[src/rtl/mgt_01_fp_mul_pipe.sv]
// rtl/mgt_01_fp_mul_pipe.sv - pipelined IEEE-754 multiplier (DAZ/FTZ, RNE; FP_MUL_RMODE_EN adds rm_i modes)
`timescale 1ns/1ps
module mgt_01_fp_mul_pipe #(
  parameter int EXP_W      = 8,
  parameter int MAN_W      = 23,
  parameter int MUL_STAGES = 2,
  parameter int TAG_W      = 4,
  localparam int FLEN      = 1 + EXP_W + MAN_W
) (
  input  logic             clk_i,
  input  logic             rst_i,
  input  logic             clk_en_i,
  input  logic             valid_i,
  output logic             ready_o,
  input  logic [FLEN-1:0]  operand_a_i,
  input  logic [FLEN-1:0]  operand_b_i,
  input  logic [TAG_W-1:0] tag_i,
`ifdef FP_MUL_RMODE_EN
  input  logic [2:0]       rm_i,
`endif
  output logic             valid_o,
  input  logic             ready_i,
  output logic [FLEN-1:0]  result_o,
  output logic [TAG_W-1:0] tag_o,
  output logic             overflow_o,
  output logic             underflow_o,
  output logic             inexact_o,
  output logic             invalid_op_o
);

  localparam int EW2  = EXP_W + 2;
  localparam int PW   = 2 * MAN_W + 2;
  localparam int BIAS = 2 ** (EXP_W - 1) - 1;
  localparam logic signed [EW2-1:0] EXP_MAX  = EW2'((2 ** EXP_W) - 1);
  localparam logic signed [EW2-1:0] EXP_ZERO = '0;
  localparam logic [FLEN-1:0] QNAN = {1'b0, {EXP_W{1'b1}}, 1'b1, {(MAN_W-1){1'b0}}};

  typedef struct packed {
    logic [TAG_W-1:0]       tag;
    logic                   sign;
    logic signed [EW2-1:0]  exp_sum;
    logic                   special;
    logic [FLEN-1:0]        spec_res;
    logic                   nv;
`ifdef FP_MUL_RMODE_EN
    logic [2:0]             rm;
`endif
  } side_t;

  logic             w_stall;
  logic [EXP_W-1:0] w_ea, w_eb;
  logic [MAN_W-1:0] w_ma, w_mb;
  logic             w_sign, w_za, w_zb, w_inf_a, w_inf_b, w_nan_a, w_nan_b, w_snan_a, w_snan_b;
  side_t            w_s1_side;

  assign w_stall  = ~clk_en_i | (valid_o & ~ready_i);
  assign ready_o  = ~w_stall;

  assign w_sign   = operand_a_i[FLEN-1] ^ operand_b_i[FLEN-1];
  assign w_ea     = operand_a_i[FLEN-2 -: EXP_W];
  assign w_eb     = operand_b_i[FLEN-2 -: EXP_W];
  assign w_ma     = operand_a_i[MAN_W-1:0];
  assign w_mb     = operand_b_i[MAN_W-1:0];
  // A zero exponent is zero regardless of the mantissa: subnormals are flushed on input.
  assign w_za     = (w_ea == '0);
  assign w_zb     = (w_eb == '0);
  assign w_inf_a  = (w_ea == '1) & (w_ma == '0);
  assign w_inf_b  = (w_eb == '1) & (w_mb == '0);
  assign w_nan_a  = (w_ea == '1) & (w_ma != '0);
  assign w_nan_b  = (w_eb == '1) & (w_mb != '0);
  assign w_snan_a = w_nan_a & ~w_ma[MAN_W-1];
  assign w_snan_b = w_nan_b & ~w_mb[MAN_W-1];

  always_comb begin
    w_s1_side         = '0;
    w_s1_side.tag     = tag_i;
    w_s1_side.sign    = w_sign;
    w_s1_side.exp_sum = EW2'({2'b00, w_ea}) + EW2'({2'b00, w_eb}) - EW2'(BIAS);
    w_s1_side.special = 1'b1;
    if (w_nan_a | w_nan_b) begin
      w_s1_side.spec_res = QNAN;
      w_s1_side.nv       = w_snan_a | w_snan_b;
    end else if ((w_inf_a & w_zb) | (w_za & w_inf_b)) begin
      w_s1_side.spec_res = QNAN;
      w_s1_side.nv       = 1'b1;
    end else if (w_inf_a | w_inf_b) begin
      w_s1_side.spec_res = {w_sign, {EXP_W{1'b1}}, {MAN_W{1'b0}}};
    end else if (w_za | w_zb) begin
      w_s1_side.spec_res = {w_sign, {(FLEN-1){1'b0}}};
    end else begin
      w_s1_side.special  = 1'b0;
    end
`ifdef FP_MUL_RMODE_EN
    w_s1_side.rm = rm_i;
`endif
  end

  logic                  r_s1_vld;
  side_t                 r_s1_side;
  logic [MAN_W:0]        r_s1_ma, r_s1_mb;
  logic [MUL_STAGES-1:0] r_p_vld;
  side_t                 r_p_side [MUL_STAGES];
  logic [PW-1:0]         r_p_prod [MUL_STAGES];
  logic                  r_vld, r_of, r_uf, r_nx, r_nv;
  logic [FLEN-1:0]       r_res;
  logic [TAG_W-1:0]      r_tag;

  side_t                 w_side;
  logic [PW-1:0]         w_prod;
  logic                  w_hi, w_g, w_r, w_s, w_inexact, w_inc, w_sat;
  logic [MAN_W-1:0]      w_mant;
  logic [MAN_W:0]        w_mant_r;
  logic signed [EW2-1:0] w_exp_n, w_exp_f;
  logic [FLEN-1:0]       w_res;
  logic                  w_of, w_uf, w_nx, w_nv;

  assign w_side = r_p_side[MUL_STAGES-1];
  assign w_prod = r_p_prod[MUL_STAGES-1];

  always_comb begin
    w_hi = w_prod[PW-1];
    // Product lies in [1,4); when >= 2 the window moves up one bit and the exponent gains one.
    if (w_hi) begin
      w_mant = w_prod[PW-2 -: MAN_W];
      w_g    = w_prod[MAN_W];
      w_r    = w_prod[MAN_W-1];
      w_s    = |w_prod[MAN_W-2:0];
    end else begin
      w_mant = w_prod[PW-3 -: MAN_W];
      w_g    = w_prod[MAN_W-1];
      w_r    = w_prod[MAN_W-2];
      w_s    = |w_prod[MAN_W-3:0];
    end
    w_exp_n   = w_side.exp_sum + EW2'(w_hi);
    w_inexact = w_g | w_r | w_s;
`ifdef FP_MUL_RMODE_EN
    case (w_side.rm)
      3'b001:  w_inc = 1'b0;
      3'b010:  w_inc = w_side.sign & w_inexact;
      3'b011:  w_inc = ~w_side.sign & w_inexact;
      3'b100:  w_inc = w_g;
      default: w_inc = w_g & (w_r | w_s | w_mant[0]);
    endcase
    w_sat = (w_side.rm == 3'b001) | ((w_side.rm == 3'b010) & ~w_side.sign) |
            ((w_side.rm == 3'b011) & w_side.sign);
`else
    w_inc = w_g & (w_r | w_s | w_mant[0]);
    w_sat = 1'b0;
`endif
    w_mant_r = {1'b0, w_mant} + (MAN_W+1)'(w_inc);
    w_exp_f  = w_exp_n + EW2'(w_mant_r[MAN_W]);

    w_res = '0;
    w_of  = 1'b0;
    w_uf  = 1'b0;
    w_nx  = 1'b0;
    w_nv  = 1'b0;
    if (w_side.special) begin
      w_res = w_side.spec_res;
      w_nv  = w_side.nv;
    end else if (w_exp_f >= EXP_MAX) begin
      w_of  = 1'b1;
      w_nx  = 1'b1;
      w_res = w_sat ? {w_side.sign, {(EXP_W-1){1'b1}}, 1'b0, {MAN_W{1'b1}}}
                    : {w_side.sign, {EXP_W{1'b1}}, {MAN_W{1'b0}}};
    end else if (w_exp_f <= EXP_ZERO) begin
      w_uf  = 1'b1;
      w_nx  = 1'b1;
      w_res = {w_side.sign, {(FLEN-1){1'b0}}};
    end else begin
      w_nx  = w_inexact;
      w_res = {w_side.sign, w_exp_f[EXP_W-1:0], w_mant_r[MAN_W-1:0]};
    end
  end

  always_ff @(posedge clk_i) begin
    if (rst_i) begin
      r_s1_vld  <= 1'b0;
      r_s1_side <= '0;
      r_s1_ma   <= '0;
      r_s1_mb   <= '0;
      for (int i = 0; i < MUL_STAGES; i++) begin
        r_p_vld[i]  <= 1'b0;
        r_p_side[i] <= '0;
        r_p_prod[i] <= '0;
      end
      r_vld <= 1'b0;
      r_res <= '0;
      r_tag <= '0;
      r_of  <= 1'b0;
      r_uf  <= 1'b0;
      r_nx  <= 1'b0;
      r_nv  <= 1'b0;
    end else if (!w_stall) begin
      r_s1_vld    <= valid_i;
      r_s1_side   <= w_s1_side;
      r_s1_ma     <= {1'b1, w_ma};
      r_s1_mb     <= {1'b1, w_mb};
      r_p_vld[0]  <= r_s1_vld;
      r_p_side[0] <= r_s1_side;
      r_p_prod[0] <= PW'(r_s1_ma) * PW'(r_s1_mb);
      for (int i = 1; i < MUL_STAGES; i++) begin
        r_p_vld[i]  <= r_p_vld[i-1];
        r_p_side[i] <= r_p_side[i-1];
        r_p_prod[i] <= r_p_prod[i-1];
      end
      r_vld <= r_p_vld[MUL_STAGES-1];
      if (r_p_vld[MUL_STAGES-1]) begin
        r_res <= w_res;
        r_tag <= w_side.tag;
        r_of  <= w_of;
        r_uf  <= w_uf;
        r_nx  <= w_nx;
        r_nv  <= w_nv;
      end
    end
  end

  assign valid_o      = r_vld;
  assign result_o     = r_res;
  assign tag_o        = r_tag;
  assign overflow_o   = r_of;
  assign underflow_o  = r_uf;
  assign inexact_o    = r_nx;
  assign invalid_op_o = r_nv;

endmodule

[config.mk]
export PLATFORM = sky130hd
export DESIGN_NAME = mgt_01_fp_mul_pipe
export DESIGN_NICKNAME = d
export VERILOG_FILES = /design/src/rtl/mgt_01_fp_mul_pipe.sv
export SDC_FILE = /design/constraint.sdc
export NUM_CORES = 2
export LEC_CHECK = 0
export BUFFER_PORTS_ARGS = -buffer_cell sky130_fd_sc_hd__buf_4
export CAP_MARGIN = 10
export CORE_ASPECT_RATIO = 0.75
export CORE_MARGIN = 3
export CORE_UTILIZATION = 45
export CTS_CLUSTER_SIZE = 40
export DETAILED_ROUTE_END_ITERATION = 7
export PLACE_DENSITY = 0.68
export SLEW_MARGIN = 20
export SYNTH_ARGS = -nofsm -noshare
export SYNTH_HDL_FRONTEND = slang
export SYNTH_SLANG_ARGS = --single-unit
[constraint.sdc]
create_clock -name clk_i -period 8.5 [get_ports clk_i]
set_input_delay 0.85 -clock clk_i [delete_from_list [all_inputs] [get_ports clk_i]]
set_output_delay 0.85 -clock clk_i [all_outputs]
set_load 0.02 [all_outputs]
==> results_dict.tcl <==
set metrics [dict create \
    cap_violations 0 \
    globalRoute.totalOverflow 0 \
    layout-drive-gt1-share_pct 7.27 \
    num_io_pins 115 \
    postSynth.asyncResetShare_pct 0 \
    synth_top_cells_by_area "fa_1, edfxtp_1, ha_1" \
    postCtsSetupRepairBufs 0 \
    top_cell_type_by_total_area_after_synthesis "fa_1" \
    worst_path_max_delay_cell "dfxtp_1" \
    synth.lib_cells_used.distinct 71 \
    number_of_hold_repair_buffers_added_at_the_cts_stage 0 \
    vdd.ir_drop.worst_v 0.000120 \
    placeableCoreArea_um2 65400 \
    max-clock-path-buffers 3 \
    gp_congestion 0.919 \
    final_cells 4116 \
    global_route_wire_length_before_repair_mm 122 \
    power_density_nw_per_um2 116 \
    placedCellCount 4073 \
    criticalPathCategory "reg2reg" \
    path_cells "and2_1 > fa_1 > fa_1 > inv_1 > fa_1 > inv_1 > fa_1 > inv_1 > fa_1 > inv_1 > fa_1 > inv_1 > fa_1 > inv_1 > ha_1 > nand3_1 > a211oi_1 > o21ai_1 > and2_1 > o31ai_4 > a41oi_1 > mux2i_1 > nand2_1" \
    power.internal_mw 2.47 \
    syn2layout_area_growth_pct 8.55 \
    rows 81 \
    place.detailed.hpwl_mm 59.7 \
    timing_hold_violations_final 0 \
    critical_path.top_delay_family "adder cells" \
    fin_setup_tns_ns 0 \
    hp_class "reg2reg" \
    vertical_extent_of_the_die_um 229 \
    worstPathRequired_ns 8.77 \
    routed-via-count 21800 \
    most_frequent_cell_on_critical_path "fa_1" \
    initial_utilization_pct 45.6 \
    level_count_of_the_clock_h_tree 1 \
    postRouteAntennaNets 0 \
    power_frac_seq_pct 38.9 \
    synth_most_common_cell "inv_1" \
    pin_count_of_the_biggest_net_entering_global_routing 102 \
    path_clk_slew_ns 0.06 \
    ctsResizeCount 0 \
    cts_tree "built" \
    number_of_antenna_violations_at_the_first_check_in_global_routing 0 \
    combPwrFrac_pct 29.4 \
    synth.yosys.warnings 0 \
    clock.fmax_mhz 133 \
    cp-end-kind "register" \
    yosysTopAreaCellShare_pct 32.5 \
    run_status "complete, no violations" \
    worst_slew_margin_rel_pct 16.4 \
    postSynthNetCount 3964 \
    clock_latency_ns 0.54 \
    syn-mean-instance-area_um2 9.26 \
    drt-wirelength-per-cell_um 18.3 \
    portion_of_the_clock_cycle_consumed_by_the_worst_path_in_the_final_layout_pct 88.6 \
    synth_enable_flop_cells 136 \
    timing_worst_slew_pin_value_ns 1.24 \
    worst_clock_skew_ns 0.0160 \
    fin_hold_ws_ns 0.448 \
    final-setup-viol-count 0 \
    setup_repair_after_global_routing_missed_its_margin "no" \
    finish.instance_area_um2 32300 \
    design.die.area_um2 69300 \
    p_clk_share_pct 31.7 \
    cell_count_after_synthesis 3215 \
    arrival_ns 7.80 \
    clk_root_buffer_cell "clkbuf_16" \
    netSwitchingFraction_pct 34.1 \
    worstSetupStartpointType "register" \
    nFillCells 6117 \
    first_iter_violations 1605 \
    postSynth.topFlopCell "edfxtp_1" \
    timing_max_transition_violations_final 0 \
    tritoncts.num_buffers 24 \
    p_total_mw 3.75 \
    first_global_vias 21900 \
    clock-sinks 247 \
    groute.usage.overall_pct 22.1 \
    die_x_um 303 \
    placement.cell_area_um2 31500 \
    port-buffer-count 114 \
    largest_incremental_delay_on_the_critical_path_ns 1.11 \
    diodes 0 \
    path_max_fanout 25 \
    share_of_the_yosys_chip_area_belonging_to_registers_pct 21.2 \
    mappedNetlistArea_um2 29800 \
    num-nets-final 3977 \
    p_leak_nw 15.1 \
    route.final.wire_length_mm 75.3 \
    post-route-min-period_ns 7.53 \
    power.net_switching_mw 1.28 \
    drt_drc_violations_left 0 \
    synth.cells.most_frequent "inv_1, nand2_1, fa_1" \
    buffers_plus_inverters_on_the_worst_setup_path 6 \
    synth-seq-cells 247 \
    viasPerCell 5.29 \
    drt_pre_antenna_iters 6 \
]
## final timing paths
kind | endpoint | depth (start not counted) | from | slack [ns]
setup / recovery | r_p_prod[0][47] | 23 | r_s1_mb[2] | 0.97
hold reg to reg | r_s1_side[41] | 2 | r_s1_side[41] | 0.45
setup reg to reg | r_p_prod[0][47] | 23 | r_s1_mb[2] | 0.97
hold / removal | r_s1_side[41] | 2 | r_s1_side[41] | 0.45
## power groups by stage
stage / clock network [mW] / registers (mW) / logic [mW]
finish: 1.19 / 1.46 / 1.10
global route: 1.26 / 1.47 / 1.25
CTS: 1.21 / 1.45 / 1.11
detailed placement: 0 / 1.48 / 1.10
global placement: 0 / 1.48 / 1.09
floorplan: 0 / 1.40 / 0.808
## metal layers
layer,vias up,wire [µm],share of wire (%),global-route usage (%)
li1,9971,-,-,-
met4,2,1250,1.7,3.33
met3,83,6580,8.7,5.03
met2,770,33200,44,33.0
met1,11000,34200,45,33.4
met5,-,73,0.097,0.770
## stage by stage
step | util [%] | setup WS, ns
global placement | 48.1 | 1.19
global route | 49.5 | 0.659
CTS | 49.5 | 1.07
detailed placement | 48.1 | 1.08
finish | 49.5 | 0.967
floorplan | - | 1.92
## placed cells by master (no fill, tap or decap), types with 4 or more instances in the layout
cell,n
nor3_2,4
nand3_1,32
nand2_1,500
nor3_1,29
nor2_1,92
clkbuf_16,26
a221oi_1,5
and2_1,380
o211ai_1,7
a21oi_1,134
fa_1,484
inv_1,563
buf_4,169
a22oi_1,6
o21ai_0,30
a21o_1,28
or3_1,4
a31oi_1,7
nand4_1,28
mux2_2,4
a22o_1,22
nand2b_1,7
dfxtp_1,110
ha_1,192
o21bai_1,8
o21a_1,7
o31ai_1,4
xnor2_1,42
edfxtp_1,136
nor4_1,22
bufinv_16,4
and4_1,5
o22ai_1,4
mux2i_1,21
xor2_1,39
and3_1,15
a211oi_1,12
## kinds of logic (layout without fill, tap and decap cells)
logic type,Yosys count,in the layout,share of synthesized area [%]
buffers and inverters,747,777,9.56
flip-flops,247,247,21.2
AND/OR/NAND/NOR,1138,1138,18.9
multiplexers,25,25,0.857
AO/OA/AOI/OAI,301,301,6.53
adder cells (fa/ha/maj),676,676,40.6
XOR/XNOR,81,81,2.38
## state kept, by name, summed over array words and instances, names as in the netlist, 2 cells and up
register and flops:
r_p_prod 96, r_p_side 40, result_o 32, r_s1_ma 24, r_s1_mb 23, r_s1_side 20
tag_o 4, r_p_vld 2
## layout make-up
type / count / area, µm² / area share (%)
inverters: 564 / 2120 / 6.55
multi-input cells: 2221 / 20700 / 63.9
well taps: 871 / 1090 / 3.37
repair buffers: 170 / 1290 / 3.99
clock inverters: 12 / 181 / 0.561
flip-flops and latches: 247 / 6310 / 19.5
clock buffers: 31 / 689 / 2.13
## worst min-delay path, delay by kind of cell, from the launching register on
family | cells | cell delay [ns]
flops | 1 | 0.30
simple gates | 1 | 0.05
compound gates | 1 | 0.05
Note: power is estimated with default switching activity, not from simulation.
